[src/rtl/piano_pkg.sv]
// Shared note codes, play modes and FSM state type for the song-learning sequencer.
package piano_pkg;

  localparam int NOTE_CODE_W = 4;

  localparam logic [NOTE_CODE_W-1:0] NOTE_C = 4'd0;
  localparam logic [NOTE_CODE_W-1:0] NOTE_D = 4'd1;
  localparam logic [NOTE_CODE_W-1:0] NOTE_E = 4'd2;
  localparam logic [NOTE_CODE_W-1:0] NOTE_F = 4'd3;
  localparam logic [NOTE_CODE_W-1:0] NOTE_G = 4'd4;
  localparam logic [NOTE_CODE_W-1:0] NOTE_A = 4'd5;
  localparam logic [NOTE_CODE_W-1:0] NOTE_B = 4'd6;

  localparam logic MODE_DEMO  = 1'b0;
  localparam logic MODE_LEARN = 1'b1;

  typedef enum logic [1:0] {
    ST_IDLE     = 2'd0,
    ST_GAP      = 2'd1,
    ST_WAIT_KEY = 2'd2,
    ST_PLAY     = 2'd3
  } state_e;

endpackage

[src/rtl/song_table.sv]
// Writable song storage: one note code and one duration per entry.
// Synchronous write, two combinational read ports (duration and note).
module song_table
  import piano_pkg::*;
#(
  parameter int NOTE_W   = 4,
  parameter int SONG_LEN = 24,
  parameter int DUR_W    = 27
) (
  input  logic                        clk,
  input  logic                        wr_en,
  input  logic [$clog2(SONG_LEN)-1:0] wr_addr,
  input  logic [NOTE_W-1:0]           wr_note,
  input  logic [DUR_W-1:0]            wr_dur,
  input  logic [$clog2(SONG_LEN)-1:0] rd_a_addr,
  output logic [DUR_W-1:0]            rd_a_dur,
  input  logic [$clog2(SONG_LEN)-1:0] rd_b_addr,
  output logic [NOTE_W-1:0]           rd_b_note
);

  localparam int ADDR_W = $clog2(SONG_LEN);

  logic [NOTE_W-1:0] note_mem [SONG_LEN];
  logic [DUR_W-1:0]  dur_mem  [SONG_LEN];
  logic              wr_in_range;
  logic              rd_a_in_range;
  logic              rd_b_in_range;

  // Only non-power-of-two tables have address codes past the last entry.
  generate
    if (SONG_LEN == (1 << ADDR_W)) begin : g_full_range
      assign wr_in_range   = 1'b1;
      assign rd_a_in_range = 1'b1;
      assign rd_b_in_range = 1'b1;
    end else begin : g_partial_range
      assign wr_in_range   = wr_addr   < ADDR_W'(SONG_LEN);
      assign rd_a_in_range = rd_a_addr < ADDR_W'(SONG_LEN);
      assign rd_b_in_range = rd_b_addr < ADDR_W'(SONG_LEN);
    end
  endgenerate

  always_ff @(posedge clk) begin
    if (wr_en && wr_in_range) begin
      note_mem[wr_addr] <= wr_note;
      dur_mem[wr_addr]  <= wr_dur;
    end
  end

  assign rd_a_dur  = rd_a_in_range ? dur_mem[rd_a_addr]  : '0;
  assign rd_b_note = rd_b_in_range ? note_mem[rd_b_addr] : '0;

endmodule

[src/rtl/learn_song_seq.sv]
// Song player with demo (autoplay) and learn (wait for matching key) modes.
// Optional learn-mode wait timeout is enabled by defining LEARN_TIMEOUT_EN.
module learn_song_seq
  import piano_pkg::*;
#(
  parameter int NOTE_W      = 4,
  parameter int SONG_LEN    = 24,
  parameter int DUR_W       = 27,
  parameter int GAP_CYC     = 50000000,
  parameter int MISS_W      = 8,
  parameter int TIMEOUT_CYC = 500000000
) (
  input  logic                        clk,
  input  logic                        rst_n,
  input  logic                        start,
  input  logic                        stop,
  input  logic                        mode,
  input  logic                        key_valid,
  input  logic [NOTE_W-1:0]           key_in,
  input  logic                        wr_en,
  input  logic [$clog2(SONG_LEN)-1:0] wr_addr,
  input  logic [NOTE_W-1:0]           wr_note,
  input  logic [DUR_W-1:0]            wr_dur,
  output logic                        key_on,
  output logic [NOTE_W-1:0]           key_out,
  output logic [$clog2(SONG_LEN)-1:0] note_idx,
  output logic                        busy,
  output logic                        waiting,
  output logic                        hit,
  output logic                        miss,
  output logic                        done,
  output logic [MISS_W-1:0]           miss_cnt
);

  localparam int IDX_W = $clog2(SONG_LEN);
  localparam int GAP_W = (GAP_CYC > 1) ? $clog2(GAP_CYC) : 1;
  localparam int CNT_W = (DUR_W > GAP_W) ? DUR_W : GAP_W;
  localparam logic [CNT_W-1:0] GAP_LAST = CNT_W'(GAP_CYC - 1);
  localparam logic [IDX_W-1:0] LAST_IDX = IDX_W'(SONG_LEN - 1);

  state_e            state_q, state_d;
  logic [CNT_W-1:0]  cnt_q, cnt_d;
  logic              mode_q, mode_d;
  logic [IDX_W-1:0]  note_idx_q, note_idx_d;
  logic [NOTE_W-1:0] key_out_q, key_out_d;
  logic [MISS_W-1:0] miss_cnt_q, miss_cnt_d;
  logic              key_on_q, key_on_d;
  logic              busy_q, busy_d;
  logic              waiting_q, waiting_d;
  logic              hit_q, hit_d;
  logic              miss_q, miss_d;
  logic              done_q, done_d;

  logic              start_ev, advance_ev, hit_ev, miss_ev, done_ev;
  logic              tbl_we;
  logic [IDX_W-1:0]  nxt_addr;
  logic [NOTE_W-1:0] rd_note;
  logic [DUR_W-1:0]  rd_dur;
  logic [DUR_W-1:0]  dur_last;
  logic [CNT_W-1:0]  play_last;

`ifdef LEARN_TIMEOUT_EN
  localparam int TO_W = (TIMEOUT_CYC > 1) ? $clog2(TIMEOUT_CYC) : 1;
  localparam logic [TO_W-1:0] TO_LAST = TO_W'(TIMEOUT_CYC - 1);
  logic [TO_W-1:0] wait_cnt_q, wait_cnt_d;
`else
  logic unused_timeout;
  assign unused_timeout = ^TIMEOUT_CYC;
`endif

  assign tbl_we   = wr_en && !busy_q;
  assign nxt_addr = (state_q == ST_IDLE) ? '0 : note_idx_q + IDX_W'(1);
  // A zero duration still sounds for one cycle.
  assign dur_last  = (rd_dur == '0) ? '0 : rd_dur - DUR_W'(1);
  assign play_last = CNT_W'(dur_last);

  song_table #(
    .NOTE_W  (NOTE_W),
    .SONG_LEN(SONG_LEN),
    .DUR_W   (DUR_W)
  ) u_table (
    .clk      (clk),
    .wr_en    (tbl_we),
    .wr_addr  (wr_addr),
    .wr_note  (wr_note),
    .wr_dur   (wr_dur),
    .rd_a_addr(note_idx_q),
    .rd_a_dur (rd_dur),
    .rd_b_addr(nxt_addr),
    .rd_b_note(rd_note)
  );

  always_ff @(posedge clk or negedge rst_n) begin
    if (!rst_n) begin
      state_q    <= ST_IDLE;
      cnt_q      <= '0;
      mode_q     <= 1'b0;
      note_idx_q <= '0;
      key_out_q  <= '0;
      miss_cnt_q <= '0;
      key_on_q   <= 1'b0;
      busy_q     <= 1'b0;
      waiting_q  <= 1'b0;
      hit_q      <= 1'b0;
      miss_q     <= 1'b0;
      done_q     <= 1'b0;
`ifdef LEARN_TIMEOUT_EN
      wait_cnt_q <= '0;
`endif
    end else begin
      state_q    <= state_d;
      cnt_q      <= cnt_d;
      mode_q     <= mode_d;
      note_idx_q <= note_idx_d;
      key_out_q  <= key_out_d;
      miss_cnt_q <= miss_cnt_d;
      key_on_q   <= key_on_d;
      busy_q     <= busy_d;
      waiting_q  <= waiting_d;
      hit_q      <= hit_d;
      miss_q     <= miss_d;
      done_q     <= done_d;
`ifdef LEARN_TIMEOUT_EN
      wait_cnt_q <= wait_cnt_d;
`endif
    end
  end

  always_comb begin
    state_d    = state_q;
    cnt_d      = cnt_q;
    start_ev   = 1'b0;
    advance_ev = 1'b0;
    hit_ev     = 1'b0;
    miss_ev    = 1'b0;
    done_ev    = 1'b0;
    // Stop overrides every other event, including a same-cycle start or key.
    if (stop) begin
      state_d = ST_IDLE;
      cnt_d   = '0;
    end else begin
      unique case (state_q)
        ST_IDLE: begin
          if (start) begin
            state_d  = ST_GAP;
            cnt_d    = '0;
            start_ev = 1'b1;
          end
        end
        ST_GAP: begin
          if (cnt_q == GAP_LAST) begin
            cnt_d   = '0;
            state_d = (mode_q == MODE_LEARN) ? ST_WAIT_KEY : ST_PLAY;
          end else begin
            cnt_d = cnt_q + CNT_W'(1);
          end
        end
        ST_WAIT_KEY: begin
          if (key_valid && (key_in == key_out_q)) begin
            hit_ev  = 1'b1;
            state_d = ST_PLAY;
            cnt_d   = '0;
          end else begin
            miss_ev = key_valid;
`ifdef LEARN_TIMEOUT_EN
            if (wait_cnt_q == TO_LAST) begin
              miss_ev = 1'b1;
              state_d = ST_PLAY;
              cnt_d   = '0;
            end
`endif
          end
        end
        ST_PLAY: begin
          if (cnt_q == play_last) begin
            cnt_d = '0;
            if (note_idx_q == LAST_IDX) begin
              done_ev = 1'b1;
              state_d = ST_IDLE;
            end else begin
              advance_ev = 1'b1;
              state_d    = ST_GAP;
            end
          end else begin
            cnt_d = cnt_q + CNT_W'(1);
          end
        end
        default: state_d = ST_IDLE;
      endcase
    end
`ifdef LEARN_TIMEOUT_EN
    // The wait counter restarts on every fresh entry into WAIT_KEY.
    wait_cnt_d = ((state_q == ST_WAIT_KEY) && (state_d == ST_WAIT_KEY))
                 ? wait_cnt_q + TO_W'(1) : '0;
`endif
  end

  always_comb begin
    key_on_d   = (state_d == ST_PLAY);
    busy_d     = (state_d != ST_IDLE);
    waiting_d  = (state_d == ST_WAIT_KEY);
    hit_d      = hit_ev;
    miss_d     = miss_ev;
    done_d     = done_ev;
    mode_d     = mode_q;
    note_idx_d = note_idx_q;
    key_out_d  = key_out_q;
    miss_cnt_d = miss_cnt_q;
    if (start_ev) begin
      mode_d     = mode;
      note_idx_d = '0;
      miss_cnt_d = '0;
      key_out_d  = rd_note;
    end
    if (advance_ev) begin
      note_idx_d = note_idx_q + IDX_W'(1);
      key_out_d  = rd_note;
    end
    if (miss_ev && (miss_cnt_q != {MISS_W{1'b1}})) begin
      miss_cnt_d = miss_cnt_q + MISS_W'(1);
    end
  end

  assign key_on   = key_on_q;
  assign key_out  = key_out_q;
  assign note_idx = note_idx_q;
  assign busy     = busy_q;
  assign waiting  = waiting_q;
  assign hit      = hit_q;
  assign miss     = miss_q;
  assign done     = done_q;
  assign miss_cnt = miss_cnt_q;

endmodule

[config.mk]
export PLATFORM = sky130hd
export DESIGN_NAME = learn_song_seq
export DESIGN_NICKNAME = d
export VERILOG_FILES = /design/src/rtl/piano_pkg.sv /design/src/rtl/song_table.sv /design/src/rtl/learn_song_seq.sv
export SDC_FILE = /design/constraint.sdc
export NUM_CORES = 1
export LEC_CHECK = 0
export CAP_MARGIN = 25
export CORE_UTILIZATION = 56
export DETAILED_ROUTE_END_ITERATION = 16
export PLACE_DENSITY = 0.76
export RECOVER_POWER = 50
export SLEW_MARGIN = 20
export SYNTH_ARGS = -nofsm -noshare
export SYNTH_HDL_FRONTEND = slang
export SYNTH_SLANG_ARGS = --single-unit
[constraint.sdc]
create_clock -name clk -period 5.25 [get_ports clk]
set_input_delay 0.525 -clock clk [delete_from_list [all_inputs] [get_ports clk]]
set_output_delay 0.525 -clock clk [all_outputs]
set_load 0.02 [all_outputs]
# Word-level counts from Yosys, hierarchy flattened
# Memory sizes are Yosys's and may differ from the RTL's.
# Index checks and enable logic that the tools add are counted.
# totals
out_inout_bits	23
inputBits	47
elab_cells	87
memories	2
ram_bits	744
register_bits	53
# memory_table
name	words	word_bits	rd	rd_clocked_by_memory_dff	wr	line_no	text
u_table.dur_mem	24	27	1	0	1	song_table.sv:24	logic [DUR_W-1:0] dur_mem [SONG_LEN];
u_table.note_mem	24	4	1	0	1	song_table.sv:23	logic [NOTE_W-1:0] note_mem [SONG_LEN];
# classes
add_sub_neg	4
magnitude_cmp	3
eq_ne	12
n_mux	43
n_reduce_logical	11
# ops
op	count
$mux 27	7
$pmux 27 s4	1
$add 27x1->27 const B	1
$eq 27x26->1 const B	1
$eq 27x27->1	1
$logic_not 27->1	1
$sub 27x1->27 const B	1
$mux 1	21
$mux 8	2
$lt 5x5->1 const B	3
$mux 5	3
$mux 4	3
$mux 2	5
$add 8x1->8 const B	1
$eq 2x2->1 const B	4
$ne 8x8->1 const B	1
$pmux 2 s4	1
$ne 3x3->1 const B	2
$reduce_bool 2->1	3
$add 5x1->5 const B	1
$eq 5x5->1 const B	1
$eq 4x4->1	1
$logic_and 1x1->1	4
$eq 2x1->1 const B	1
3 further kinds	3

# Logic depth before layout (Yosys ltp)
# Gate-level depths: netlist of run 1.
# depth
ltp_word	9
depth_mapped	26
mapped_depth_nobuf	17

# Modules after synthesis
# From an unflattened synthesis of run 1, not the netlist that was laid out.
# hier_totals
cells_unflattened	2088
area_unflattened_um2	33619.7
# modules_own_cells
module	seq_area_each_um2	n_inst	cells_per_inst	area_each_um2
song_table	22341.4	1	1479	28858.9
learn_song_seq	1326.3	1	609	4760.8

# Worst setup path after synthesis of run 1
# OpenSTA, ideal clock, no wires.
# synth_timing
path_kind	register to register
from	reg note_idx_q[1] (netlist: note_idx[1])
to	reg key_out_q[0] (netlist: key_out[0])
period_less_slack_ns	5.333
n_path_buf	4
t_required_ns	5.125
stages_incl_launch_ff	21
arrival_time_ns	5.208
path_slack_ns	-0.083
setup_time_ns	0.125
path_cell_list	dfrtp_1 -> buf_4 -> buf_2 -> clkbuf_1 -> mux4_2 -> a311oi_1 -> a21oi_1 -> nor2_1 -> ha_1 -> nand4_1 -> nor4_4 -> nand4_1 -> buf_2 -> or3_1 -> a21o_1 -> a222oi_1 -> o21bai_1 -> or4_4 -> nor4_4 -> a21boi_2 -> mux2_4
# synth_via
elab_chain_cells	9
word_cells_on_any_way	20
classes_between	add/sub: 2; order compare: 2; eq/ne: 2; mux: 10; reduce/logical: 2; memory: 2
# synth_lines
item	line_no	text
start, declared	learn_song_seq.sv:44	logic [IDX_W-1:0] note_idx_q, note_idx_d;
start signal, assigned	learn_song_seq.sv:114	note_idx_q <= note_idx_d;
$mem_v2 24x27 / $lt 5x5->1 (equally long branches)	n/a	
$mux 27	song_table.sv:49	assign rd_a_dur = rd_a_in_range ? dur_mem[rd_a_addr] : '0;
$sub 27x1->27 / $logic_not 27->1 (equally long branches)	learn_song_seq.sv:74	assign dur_last = (rd_dur == '0) ? '0 : rd_dur - DUR_W'(1);
$mux 27	learn_song_seq.sv:74	
$eq 27x27->1	learn_song_seq.sv:175	if (cnt_q == play_last) begin
$mux 1	learn_song_seq.sv:175	
$mux 1	learn_song_seq.sv:142	unique case (state_q)
$mux 1	learn_song_seq.sv:138	if (stop) begin
$mux 4 / $reduce_bool 2->1 (equally long branches)	n/a	
end signal, assigned	learn_song_seq.sv:115	key_out_q <= key_out_d;
end, declared	learn_song_seq.sv:45	logic [NOTE_W-1:0] key_out_q, key_out_d;
# Several ways; a longest one is shown, not always the timed one. The select of a mux whose other input is x is not followed.
# A chain may end at the register's enable or synchronous reset.

# Final worst setup path of run 1
# layout_timing
from	reg note_idx_q[0] (netlist: note_idx[0])
to	reg note_idx_q[1] (netlist: note_idx[1])
# layout_via
elab_chain_cells	9
word_cells_on_any_way	15
classes_between	add/sub: 2; order compare: 1; eq/ne: 2; mux: 7; reduce/logical: 2; memory: 1
# layout_lines
item	line_no
$mem_v2 24x27 / $lt 5x5->1 (equally long branches)	n/a
$mux 27	song_table.sv:49
$sub 27x1->27 / $logic_not 27->1 (equally long branches)	learn_song_seq.sv:74
$mux 27	learn_song_seq.sv:74
$eq 27x27->1	learn_song_seq.sv:175
$mux 1	learn_song_seq.sv:175
$mux 1	learn_song_seq.sv:142
$mux 1	learn_song_seq.sv:138
$mux 5 / $reduce_bool 2->1 (equally long branches)	n/a
# Several ways; a longest one is shown, not always the timed one.

==> metrics.txt, run 1 <==
Avg WL per Cell 28.8 um; Placed Area 35600 sq um; Synth Warn # 0; failing checks max-capacitance violations, max-slew violations; Routed Antenna Nets 0; synthesis-to-layout area growth 16.2%; layout cell share with drive strength beyond 1 19.0%; first-pass GRT wire length 127000 um; CP max stage cell dfrtp_4; Chip Height 245 um; Post-Syn Instances 2009; Final min period 5.17 ns; Clock Sink Count 797; Util after Layout 66.3%; clock root cell clkbuf_16; CTS tree built; Vias/cell 6.57; worst rel slew slack -88.2%; sequential fraction of the synthesis area 71.5%; syn avg cell area 16.5 sq um; Peak VDD IR 0.342 mV; Tcrit/Tclk final 98.5%; PwrDens 333 nW/um^2; Starting Density 57.0%; fin. max-slew vios 54; CP max stage delay 0.55 ns; Diodes inserted 0; Worst path most repeated cell buf_4; Setup crit end kind flop; commonest non-fill, non-tap cells in the layout edfxtp_1 (744), mux2i_1 (207), buf_4 (140), nand2_1 (103); PortBufs 69; CP required 5.78 ns; Mapped Nets 2060; clock slew at reported path FFs 0.06 ns; Netlist cell types 77; initial antenna violation count 2; critical path class flop to flop; Mapped Area 33100 sq um; worst path cell trace buf_12, buf_4, mux4_2, o2111ai_2, a21oi_2, nor2_1, ha_2, nand4_1, nor4_4, nand4_1, buf_4, or4_4, a21oi_2, o32a_1, o2111ai_2, nor4_2, buf_4, nand4b_1, nor2_2, mux2i_1; Via Count 19900; xor/xnor share of the synthesized area 1.13%; Final Cell Area 38400 sq um; Tot GR Track Use 29.3%; CORE AREA 58000 sq um; Max Cap Viol 1; Post-synth top flop edfxtp_1; 1st-iter DRT viols 2436; largest net degree at the start of global routing 54; Compound-Gate Fraction of Synth Area 6.70%; GP Congestion 0.972; Tightest Pin Transition 2.82 ns; DRT Wirelength 87300 um; final setup margin 0.0785 ns; Yosys reg bits 797; Hold-fix buffers, CTS 0; commonest non-fill, non-tap cell in the layout edfxtp_1; vias in the first global route 19700; Num CTS Buffers 77; CP max FO 7; fraction of the mapped netlist area in adder cells 0.151%; Lkg Pwr 12.2 nW; Die ar. 60100 sq um; row cnt 88; Die W 245 um; final setup TNS 0 ns; clock skew 0.0179 ns; nets 2261; grt total ovfl 0; main combinational cell family by area after synthesis multiplexers; H-tree Lvls 3; critical path data arrival time 5.70 ns; Setup WS pre-CTS -0.291 ns; Peak Freq 193 MHz; post-synthesis mux area share 12.0%; Min-Delay Path Class flop to flop; Post-synth ARST share 6.65%; status finished, violations left; Post-synth EDFFs 744; final setup fails 0; Top Ports 70; Max Buffers Root-to-Sink 3; Detailed Routing Iterations Pass 1 6; Final HPWL DP 52800 um; Setup crit start kind flop; drt drc 0; post-synthesis simple-gate area fraction 6.47%; Worst-Skew Late Latency 0.62 ns; final hold vios 0
stage by stage:
| stage | power (W) | instances | hold slack, ns |
|---|---|---|---|
| 4_1_cts | 0.0129 | 3012 | 0.0321 |
| 3_3_place_gp | 0.00743 | 2869 | 0.496 |
| 3_5_place_dp | 0.00745 | 2869 | 0.524 |
| 5_1_grt | 0.0131 | 3034 | 0.551 |
| 6_report | 0.0128 | 3034 | 0.540 |
| 2_1_floorplan | 0.00725 | 2009 | 0.229 |
flip-flops by register name, indices dropped and copies added (netlist names):
name              flops
note_idx              5
mode_q                1
waiting               1
state_q               2
u_table.note_mem     96
miss                  1
u_table.dur_mem     648
key_on                1
busy                  1
key_out               4
miss_cnt              8
cnt_q                27
done                  1
hit                   1
cell type report:
type / count / area (sq um)
clock inverter: 40 / 437
multi-input combinational: 1075 / 9090
sequential: 797 / 23700
timing repair buffer: 231 / 2130
fill: 3802 / 19600
tap: 765 / 957
inverter: 28 / 105
clock buffer: 98 / 2050
synthesized netlist by cell type (all sizes together), types with 23 or more instances:
master	number	area share (%)
and3	23	0.43
mux4	78	5.3
nand2	103	1.2
dfrtp	53	4.0
a22oi	65	1.5
mux2i	208	6.3
o211ai	35	0.79
clkbuf	47	0.53
inv	28	0.32
buf	62	1.2
xnor2	28	0.74
o21ai	43	0.65
nor2	91	1.0
nand3	57	0.86
a21oi	61	0.92
edfxtp	744	68
a221oi	25	0.66
worst paths after layout:
check | start | endpoint | slack [ns] | cells past startpoint
setup / recovery | note_idx[0] | note_idx[1] | 0.08 | 20
hold / removal | miss_cnt[5] | miss_cnt[5] | 0.54 | 1
setup reg to reg | note_idx[0] | note_idx[1] | 0.08 | 20
hold reg to reg | miss_cnt[5] | miss_cnt[5] | 0.54 | 1
max in group asynchronous | rst_n | note_idx[1] | 2.36 | 2
min in group asynchronous | rst_n | cnt_q[8] | 0.91 | 2
worst max-delay path, delay by kind of cell (launching register included):
kind	cells	cell delay [ns]
buf+inv	4	0.71
flops	1	0.55
fa+ha+maj	1	0.20
compound gates	5	0.81
mux	2	0.63
simple gates	8	2.18
power breakdown:
part           switching (W)  total, W  internal (W)
registers          0.0000244   0.00701       0.00698
logic               0.000205  0.000306      0.000101
clock network        0.00228   0.00549       0.00320
metal layers:
layer	GRT usage (%)	share of wire, %
met2	46.7	48
met3	5.71	9.9
met1	40.0	39
met4	11.3	3.7
met5	0	0
kinds of logic (layout without fill, tap and decap cells):
kind of cell,count (synthesis),in the layout
DFF,797,797
and+or+nand+nor,417,417
AOI/OAI and AO/OA,317,317
muxes,296,296
buffers and inverters,137,397
xor gates and xnor gates,41,41
adders and majority gates,4,4
repair_timing:
action                                  4_1_cts  5_1_grt
endpoints found under the setup margin       35       40
setup buffers                                 5       22
pin swaps                                     2       17
resized for setup                             2       35
No activity file was read; power rests on OpenSTA's default activity.
==> inputs of run 2 (changes only) <==
--- a/config.mk
+++ b/config.mk
@@ -5,12 +5,10 @@
 export SDC_FILE = /design/constraint.sdc
 export NUM_CORES = 1
 export LEC_CHECK = 0
-export CAP_MARGIN = 25
 export CORE_UTILIZATION = 56
 export DETAILED_ROUTE_END_ITERATION = 16
 export PLACE_DENSITY = 0.76
 export RECOVER_POWER = 50
-export SLEW_MARGIN = 20
 export SYNTH_ARGS = -nofsm -noshare
 export SYNTH_HDL_FRONTEND = slang
 export SYNTH_SLANG_ARGS = --single-unit
==> results of run 2 <==
The final DEF is identical to that of run 1; final timing and power are the same.
==> inputs of run 3 (changes only) <==
--- a/config.mk
+++ b/config.mk
@@ -5,6 +5,7 @@
 export SDC_FILE = /design/constraint.sdc
 export NUM_CORES = 1
 export LEC_CHECK = 0
+export ABC_AREA = 1
 export CORE_UTILIZATION = 56
 export DETAILED_ROUTE_END_ITERATION = 16
 export PLACE_DENSITY = 0.76
==> metrics.txt, run 3 <==
status finished, violations left (unchanged); failing checks max-capacitance violations, max-slew violations (unchanged); clock slew at reported path FFs 0.06 ns (about the same); Yosys reg bits 797 (unchanged); max FFs per register 648 (unchanged); initial antenna violation count 4 (was 2); GRT busiest layer met2 (unchanged); Post-CTS Setup Bufs 0 (was 5); Worst path most repeated cell nand2_1 (was buf_4); final hold vios 0 (unchanged); fin. max-slew vios 54 (unchanged); nets 3584 (was 2261); worst path cell trace inv_8, buf_12, nand2_1, nand3_1, nand3_1, nand3_1, nand2_1, a21oi_1, nand2_1, nor2_1, nand2_1, nor2_1, nand2_1, buf_12, nand2_1, nand2_1, nand2_1, nand2_1, nor2_1, nand2_1, nor2_1, nand4_1, o21ai_2, nand3_1 (was buf_12, buf_4, mux4_2, o2111ai_2, a21oi_2, nor2_1, ha_2, nand4_1, nor4_4, nand4_1, buf_4, or4_4, a21oi_2, o32a_1, o2111ai_2, nor4_2, buf_4, nand4b_1, nor2_2, mux2i_1); Vias/cell 5.78 (was 6.57); Hold Startpoint key_valid (was miss_cnt[5]); final setup TNS 0 ns (unchanged); Max Buffers Root-to-Sink 3 (unchanged); sequential fraction of the synthesis area 66.5% (was 71.5%); CTS tree built (unchanged); Worst-Skew Late Latency 0.65 ns (was 0.62 ns); CP required 5.75 ns (was 5.78 ns); commonest non-fill, non-tap cell in the layout nand2_1 (was edfxtp_1); 1st-iter DRT viols 3559 (was 2436); GRT met3 Usage 4.71% (was 5.71%); CP delay by family, top simple AND/OR/NAND/NOR gates (unchanged); Setup crit start kind flop (unchanged); final setup fails 0 (unchanged); row cnt 92 (was 88); Chip Height 254 um (was 245 um); largest net degree at the start of global routing 143 (was 54); CORE AREA 63000 sq um (was 58000 sq um); syn avg cell area 10.2 sq um (was 16.5 sq um); synth cell count leaders nand2_1 (956), edfxtp_1 (744), nor2_1 (439) (was edfxtp_1 (744), mux2i_1 (208), nand2_1 (103)); CP max FO 81 (was 7); post_cts resized 0 (was 2); RSZ-0062 raised after global routing no; PwrDens 326 nW/um^2 (was 333 nW/um^2); Final HPWL DP 54800 um (was 52800 um); Seq. cell area 23700 sq um (about the same); GP Congestion 0.992 (was 0.972); Post-synth ARST share 6.65% (unchanged); worst rel slew slack -93.0% (was -88.2%); Pwr Total 0.0130 W (was 0.0128 W); Netlist cell types 48 (was 77); Hold-fix buffers, CTS 0 (unchanged); clock skew 0.0290 ns (was 0.0179 ns); vias in the first global route 24300 (was 19700); Mapped Area 35600 sq um (was 33100 sq um); critical path data arrival time 5.20 ns (was 5.70 ns); M1 GR Usage 41.2% (was 40.0%); cell accounting for the most synthesized area edfxtp_1 (unchanged); Top Ports 70 (unchanged); Min-Delay Path Class input port to flop (was flop to flop); CP max stage cell dfrtp_4 (unchanged); Routed Antenna Nets 0 (unchanged); largest cells by area after synthesis edfxtp_1 (63%), nand2_1 (10%), nand3_1 (5.2%) (was edfxtp_1 (68%), mux2i_1 (6.3%), mux4_2 (5.3%)); DRT Wirelength 94300 um (was 87300 um); Crit Reg-Reg Startpoint note_idx[0] (unchanged); Detailed Routing Iterations Pass 1 6 (unchanged); Top reg by flops u_table.dur_mem (unchanged); Post-synth EDFFs 744 (unchanged); Mapped Nets 3537 (was 2060); Tcrit/Tclk final 89.5% (was 98.5%); Tot GR Track Use 29.8% (was 29.3%); top flop regs u_table.dur_mem (648), u_table.note_mem (96), cnt_q (27) (unchanged); multi-input logic area 10100 sq um (was 9090 sq um); Final min period 4.70 ns (was 5.17 ns); Post-Syn Instances 3486 (was 2009); Lkg Pwr 15.3 nW (was 12.2 nW); clock root cell clkbuf_16 (unchanged); Synth Warn # 0 (unchanged); Peak Freq 213 MHz (was 193 MHz); Post-synth top flop edfxtp_1 (unchanged); PortBufs 69 (unchanged); share of the synthesized area in the top cell type 62.8% (was 67.5%); Setup crit end kind flop (unchanged); CP max stage delay 0.62 ns (was 0.55 ns); Max Cap Viol 1 (unchanged); Avg WL per Cell 21.2 um (was 28.8 um); CP Buf/Inv Count 3 (was 4); Die ar. 64600 sq um (was 60100 sq um); layout cell share with drive strength beyond 1 6.39% (was 19.0%); Starting Density 56.5% (was 57.0%); drt drc 0 (unchanged); critical path class flop to flop (unchanged); Util after Layout 63.3% (was 66.3%); Via Count 25700 (was 19900); Tightest Pin Transition 2.90 ns (was 2.82 ns); Num CTS Buffers 81 (was 77); grt total ovfl 0 (unchanged); synthesis-to-layout area growth 12.1% (was 16.2%); Critical path origin note_idx[0] (unchanged); most common cell in the netlist nand2_1 (was edfxtp_1); Clock Sink Count 797 (unchanged); commonest non-fill, non-tap cells in the layout nand2_1 (956), edfxtp_1 (744), nor2_1 (414), nand3_1 (370), inv_1 (295) (was edfxtp_1 (744), mux2i_1 (207), buf_4 (140), nand2_1 (103)); Die W 254 um (was 245 um); H-tree Lvls 3 (unchanged); Layout fillers 4815 (was 3802); Peak VDD IR 0.283 mV (was 0.342 mV); first-pass GRT wire length 144000 um (was 127000 um); met2 usage 47.6% (was 46.7%)
## run 3: cell count changes after synthesis, sizes merged, moves of 69 or more
cell / delta
mux2i: -208
buf: +69
nand2: +853
nand3: +315
inv: +274
nor2: +356
o21ai: +158
mux4: -78
## run 3: area by class of cell
class	instances	share of cell area, %
Tap cell	846	2.65
Multi-Input combinational cell	2212	25.3
Inverter	303	2.88
Antenna cell	3	0.0188
Timing Repair Buffer	138	3.45
Clock buffer	110	5.41
Clock inverter	38	0.948
Sequential cell	797	59.4
## run 3: path summary, 6_finish.rpt
| check | to | slack (ns) | cells after the start |
|---|---|---|---|
| min | hit | 0.48 | 3 |
| max in group asynchronous | note_idx[2] | 2.30 | 2 |
| max | busy | 0.55 | 24 |
| min reg2reg | cnt_q[18] | 0.52 | 2 |
| min in group asynchronous | cnt_q[5] | 0.91 | 2 |
| max reg2reg | busy | 0.55 | 24 |
## run 3: report_power, final
part | total (W) | internal [W] | leakage, nW | switching [W]
sequential | 0.00702 | 0.00700 | 7.41 | 0.0000246
clock | 0.00554 | 0.00311 | 1.23 | 0.00243
combinational | 0.000423 | 0.000119 | 6.70 | 0.000304
## run 3: per-stage QoR
step | cell area (sq um) | std cells | setup WS, ns | hold WS (ns)
2_1_floorplan | 35600 | 3486 | 1.56 | 0.229
3_3_place_gp | 37300 | 4296 | 0.738 | 0.502
3_5_place_dp | 37300 | 4296 | 0.670 | 0.504
4_1_cts | 39900 | 4444 | 0.638 | 0.0117
5_1_grt | 39900 | 4446 | 0.185 | 0.485
6_report | 39900 | 4447 | 0.553 | 0.483
## run 3: logic make-up (layout without fill, tap and decap cells)
logic type                 Yosys count  in the layout  synth area share [%]
xor gates and xnor gates            29             29                 0.714
adders and majority gates            4              4                 0.141
and+or+nand+nor                   1840           1840                  21.3
buffers and inverters              477            589                  5.72
DFF                                797            797                  66.5
muxes                                1              1                0.0316
other                                0              3                     0
AOI/OAI and AO/OA                  338            338                  5.53
## run 3: worst min-delay path, delay by kind of cell
family / cells / cell delay, ns
and+or+nand+nor: 1 / 0.06
buffers and inverters: 2 / 0.49
## run 3: metal layers
metal / up-vias / wire length (um)
met2: 1426 / 44700
met4: 0 / 3340
met1: 12200 / 37200
met5: - / 0
met3: 244 / 9040
li1: 11900 / -
